### src/rtl/queue_unpacker.sv
// -----------------------------------------------------------------------------
// queue_unpacker
//
// Word-to-byte serializer. A rising edge on LOAD captures DATAIN. The captured
// word is then emitted one byte at a time, most significant byte first, over a
// valid/ready handshake. Progress is reported through BUSY, REMAIN, DONE and
// OVERRUN.
//
// Handshake: a byte transfers at a rising CLK edge where DOUT_VALID and
// DOUT_READY are both 1. DOUT_VALID, once raised, stays high and DATAOUT stays
// stable until that byte transfers. DOUT_VALID and DATAOUT come straight from
// flops, so there is no combinational path from DOUT_READY to either of them.
//
// Ports:
//   CLK          in   clock, rising edge
//   RST          in   asynchronous, active-high reset
//   LOAD         in   load request; only its rising edge matters
//   DATAIN       in   8*NBYTES-bit word, sampled on an accepted LOAD edge
//   DOUT_READY   in   consumer can take the current byte
//   DATAOUT      out  current byte (0x00 when idle)
//   DOUT_VALID   out  DATAOUT holds a byte to transfer
//   BUSY         out  a word is being serialized (same as DOUT_VALID)
//   REMAIN       out  bytes of the current word not yet transferred
//   DONE         out  one-cycle pulse after the last byte transfers
//   OVERRUN      out  one-cycle pulse when a LOAD edge arrives while busy
//   dbg_state_o  out  FSM state (0 = IDLE, 1 = SEND)
// -----------------------------------------------------------------------------
module queue_unpacker #(
  parameter  int NBYTES = 4,
  localparam int W      = 8 * NBYTES,
  localparam int RW     = $clog2(NBYTES + 1)
) (
  input  logic          CLK,
  input  logic          RST,
  input  logic          LOAD,
  input  logic [W-1:0]  DATAIN,
  input  logic          DOUT_READY,
  output logic [7:0]    DATAOUT,
  output logic          DOUT_VALID,
  output logic          BUSY,
  output logic [RW-1:0] REMAIN,
  output logic          DONE,
  output logic          OVERRUN,
  output logic          dbg_state_o
);

  typedef enum logic {
    IDLE = 1'b0,
    SEND = 1'b1
  } state_t;

  state_t          state_q, state_d;
  logic            load_prev_q;
  logic [W-1:0]    sreg_q, sreg_d;
  logic [RW-1:0]   cnt_q, cnt_d;
  logic            done_q, done_d;
  logic            ovr_q, ovr_d;
  logic            load_edge;
  logic            xfer;

  // A LOAD that is already high when RST releases counts as an edge on the
  // first clock, because load_prev_q comes out of reset at 0.
  assign load_edge = LOAD && !load_prev_q;
  assign xfer      = (state_q == SEND) && DOUT_READY;

  always_comb begin
    state_d = state_q;
    sreg_d  = sreg_q;
    cnt_d   = cnt_q;
    done_d  = 1'b0;
    ovr_d   = 1'b0;
    case (state_q)
      IDLE: begin
        if (load_edge) begin
          sreg_d  = DATAIN;
          cnt_d   = RW'(NBYTES);
          state_d = SEND;
        end
      end
      SEND: begin
        // The word in flight is never replaced; a new edge is only flagged.
        // This also covers an edge coinciding with the final transfer.
        if (load_edge) begin
          ovr_d = 1'b1;
        end
        if (xfer) begin
          // Zero fill means the top byte reads 0x00 once the word is drained.
          sreg_d = sreg_q << 8;
          cnt_d  = cnt_q - RW'(1);
          if (cnt_q == RW'(1)) begin
            state_d = IDLE;
            done_d  = 1'b1;
          end
        end
      end
      default: begin
        state_d = IDLE;
      end
    endcase
  end

  always_ff @(posedge CLK or posedge RST) begin
    if (RST) begin
      state_q     <= IDLE;
      load_prev_q <= 1'b0;
      sreg_q      <= '0;
      cnt_q       <= '0;
      done_q      <= 1'b0;
      ovr_q       <= 1'b0;
    end else begin
      state_q     <= state_d;
      load_prev_q <= LOAD;
      sreg_q      <= sreg_d;
      cnt_q       <= cnt_d;
      done_q      <= done_d;
      ovr_q       <= ovr_d;
    end
  end

  assign DATAOUT     = sreg_q[W-1 -: 8];
  assign DOUT_VALID  = (state_q == SEND);
  assign BUSY        = (state_q == SEND);
  assign REMAIN      = cnt_q;
  assign DONE        = done_q;
  assign OVERRUN     = ovr_q;
  assign dbg_state_o = state_q;

endmodule

### config.mk
export PLATFORM = sky130hd
export DESIGN_NAME = queue_unpacker
export DESIGN_NICKNAME = d
export VERILOG_FILES = /design/src/rtl/queue_unpacker.sv
export SDC_FILE = /design/constraint.sdc
export NUM_CORES = 1
export LEC_CHECK = 0
export CAP_MARGIN = 5
export CORE_UTILIZATION = 45
export CTS_CLUSTER_DIAMETER = 40
export CTS_CLUSTER_SIZE = 10
export DETAILED_ROUTE_END_ITERATION = 12
export DONT_BUFFER_PORTS = 1
export GPL_ROUTABILITY_DRIVEN = 0
export GPL_TIMING_DRIVEN = 0
export SLEW_MARGIN = 20
export SYNTH_ARGS = -nofsm -noshare
export SYNTH_HDL_FRONTEND = slang
export SYNTH_SLANG_ARGS = --single-unit
### constraint.sdc
create_clock -name CLK -period 3.5 [get_ports CLK]
set_input_delay 0.35 -clock CLK [delete_from_list [all_inputs] [get_ports CLK]]
set_output_delay 0.35 -clock CLK [all_outputs]
set_load 0.05 [all_outputs]
==> flow_metrics.py <==
metrics = {
    "die": {
        "dieWidth_microns": 64.3,
        "io_pins": 52,
        "die_area_sq_um": 4140,
        "core_sq_um": 3690,
        "start_util_pct": 47.4,
        "rows": 22,
        "die_h_microns": 64.3,
    },
    "pwr": {
        "p_int_uw": 1080,
        "ir_drop_uv": 486,
        "power.switching_uw": 823,
        "power_leakage_uw": 0.000858,
        "p_sw_share_pct": 43.2,
        "power_frac_seq_pct": 44.6,
        "p_total_uw": 1900,
        "p_per_area_nw_per_um2": 982,
        "clkPwrFrac_pct": 17.1,
        "p_comb_share_pct": 38.4,
    },
    "drt": {
        "ant_nets": 0,
        "via_count": 1289,
        "drtIter0Drc": 59,
        "drc": 0,
        "routed_wirelength_microns": 3780,
        "detail_route.wl_per_cell_microns": 16.0,
        "routed_via_density": 5.46,
        "dr.pass1.iters": 7,
    },
    "clock_network": {
        "cts_sinks": 39,
        "clk_latency_ns": 0.28,
        "cts_tree": "yes",
        "cts-resized-gates": 0,
        "numCtsBuffers": 5,
        "cts_max_level": 2,
        "cts_hold_buffers": 1,
        "cts_max_path_buffers": 2,
        "postCtsSetupRepairBufs": 0,
        "clkSlewWorstSetupHoldPaths_ns": 0.07,
        "clock_tree.root_cell": "clkbuf_8",
    },
    "yosys": {
        "avgSynthCellArea_sq_um": 9.83,
        "syn_area_sq_um": 1750,
        "synth-edff-count": 0,
        "ys.flop_type": "dfrtp_1",
        "synth_top_area_share_pct": 55.8,
        "synthTopCellsByCount": "dfrtp_1 (39), nor2_1 (24), o22ai_1 (24)",
        "synthCells": 178,
        "ys_warn_count": 0,
        "synth_top_cell_by_area": "dfrtp_1",
        "ys_types": 20,
        "synthArstFlopShare_pct": 100,
        "yosysSeqAreaShare_pct": 55.8,
        "yosys-top-cells-area": "dfrtp_1 (56%), o22ai_1 (8.6%), nor2_1 (5.2%), a21oi_2 (4.5%), a21oi_1 (4.3%)",
        "yosysMostFrequentCell": "dfrtp_1",
        "synth_seq_cells": 39,
        "syn_nets": 216,
    },
    "critical_path": {
        "crit_fanout": 10,
        "arrival_ns": 2.10,
        "start_kind": "flop",
        "cp.required_ns": 3.65,
        "end_kind": "flop",
        "crit_type": "flop to flop",
    },
    "grt": {
        "grt_pass1_vias": 1417,
        "grt_max_degree": 29,
        "antenna_found_initial": 0,
        "track_usage_pct": 20.6,
        "grt_overflow": 0,
        "grt_pass1_wl_microns": 6490,
    },
    "timing": {
        "layout_min_cycle_time_ns": 1.95,
        "timing.final.crit_share_pct": 55.7,
        "layout_setup_ws_ns": 1.55,
        "rsz0062_at_grt": "no",
        "setup_tns_ns": 0,
        "report.final.slew_viol_count": 0,
        "timing.fmax_ghz": 0.513,
        "timing_worst_slew_pin_value_ns": 0.660,
        "finalClockSkew_ns": 0.00549,
        "slew_headroom_pct": 56.0,
        "setup_viol": 0,
        "hold_viol": 0,
    },
    "placement": {
        "dp_slack_ns": 1.54,
        "placed_area_sq_um": 1830,
        "port_buffers": 0,
        "dp_hpwl_microns": 2750,
        "dp_cells": 227,
    },
    "layout": {
        "fill_cells": 370,
        "instances_no_fill": 236,
        "syn_to_final_growth_pct": 10.9,
        "antenna_cells": 0,
        "final_nets": 225,
        "stdcell_area_sq_um": 1940,
        "final_layout_size_suffix_gt1_share_pct": 19.1,
    },
    "run": {
        "cap_violations": 0,
    },
    "run_status": {
        "run_status": "finished, final reports clean",
    },
    "min_path": {
        "hp-class": "input port to flop",
    },
}
[layer usage]
metal | global-route usage (%) | wire (microns) | share of wire [%] | up-vias
li1 | - | - | - | 623
met1 | 25.2 | 1570 | 42 | 617
met2 | 34.9 | 1890 | 50 | 42
met3 | 5.36 | 251 | 6.6 | 7
met4 | 6.94 | 60 | 1.6 | 0
met5 | 0 | 0 | 0 | -
[worst max-delay path: stages (launching register included)]
cell      delay [ns]
dfrtp_1         0.77
nand2_1         0.39
clkbuf_1        0.33
o22ai_1         0.26
a21oi_1         0.06
[final cells by class]
cell class / instances / area [sq um] / area share [%]
Timing Repair Buffer: 2 / 30.0 / 1.55
Tap cell: 48 / 60.1 / 3.10
Clock buffer: 8 / 100 / 5.16
Buffer: 23 / 145 / 7.48
Sequential cell: 39 / 976 / 50.3
Inverter: 4 / 15.0 / 0.774
Multi-Input combinational cell: 112 / 613 / 31.6
[metrics by stage]
step / utilization, % / hold slack (ns)
after CTS: 52.6 / 0.0788
after global placement: 49.1 / 0.382
final: 52.6 / 0.0875
after global routing: 52.6 / 0.0751
after detailed placement: 49.6 / 0.195
after floorplan: - / 0.381
[kinds of logic after synthesis]
logic type                 synth area share [%]
buffers and inverters                      9.16
DFF                                        55.8
adders and majority gates                  1.43
and+or+nand+nor                            14.5
AOI/OAI and AO/OA                          19.1
[power groups by stage]
stage	logic, uW	clock network [uW]	registers, uW
floorplan	650	0	821
global placement	716	0	848
detailed placement	734	0	857
CTS	738	335	849
global route	809	350	874
finish	731	325	848
[path summary, 6_finish.rpt]
| check | from | endpoint | slack [ns] | cells after the start |
|---|---|---|---|---|
| worst max-delay path | BUSY | sreg_q[9] | 1.55 | 4 |
| worst min-delay path | LOAD | load_prev_q | 0.09 | 0 |
| worst max register to register | BUSY | sreg_q[9] | 1.55 | 4 |
| worst min register to register | load_prev_q | OVERRUN | 0.48 | 1 |
| max in group asynchronous | RST | sreg_q[13] | 2.62 | 3 |
| min in group asynchronous | RST | sreg_q[24] | 0.45 | 2 |
[state kept, by name, indices dropped and copies added, names as in the netlist]
signal,count
sreg_q,32
REMAIN,3
BUSY,1
DONE,1
OVERRUN,1
load_prev_q,1
[placed cells by master, fill, tap and decap left out]
cell type	instances
a31oi_1	1
dfrtp_1	39
inv_1	3
buf_2	5
a21oi_2	9
dlygate4sd3_1	1
o21ai_0	3
nor3b_1	3
nand2_1	17
nor2_1	24
clkbuf_8	7
o22ai_1	24
buf_6	2
a21oi_1	15
clkbuf_1	7
o31a_1	1
nor3b_2	1
buf_4	10
or3b_1	1
inv_2	1
nand3_1	10
buf_12	1
and2_1	1
ha_1	2
(Power assumes the default switching activity.)
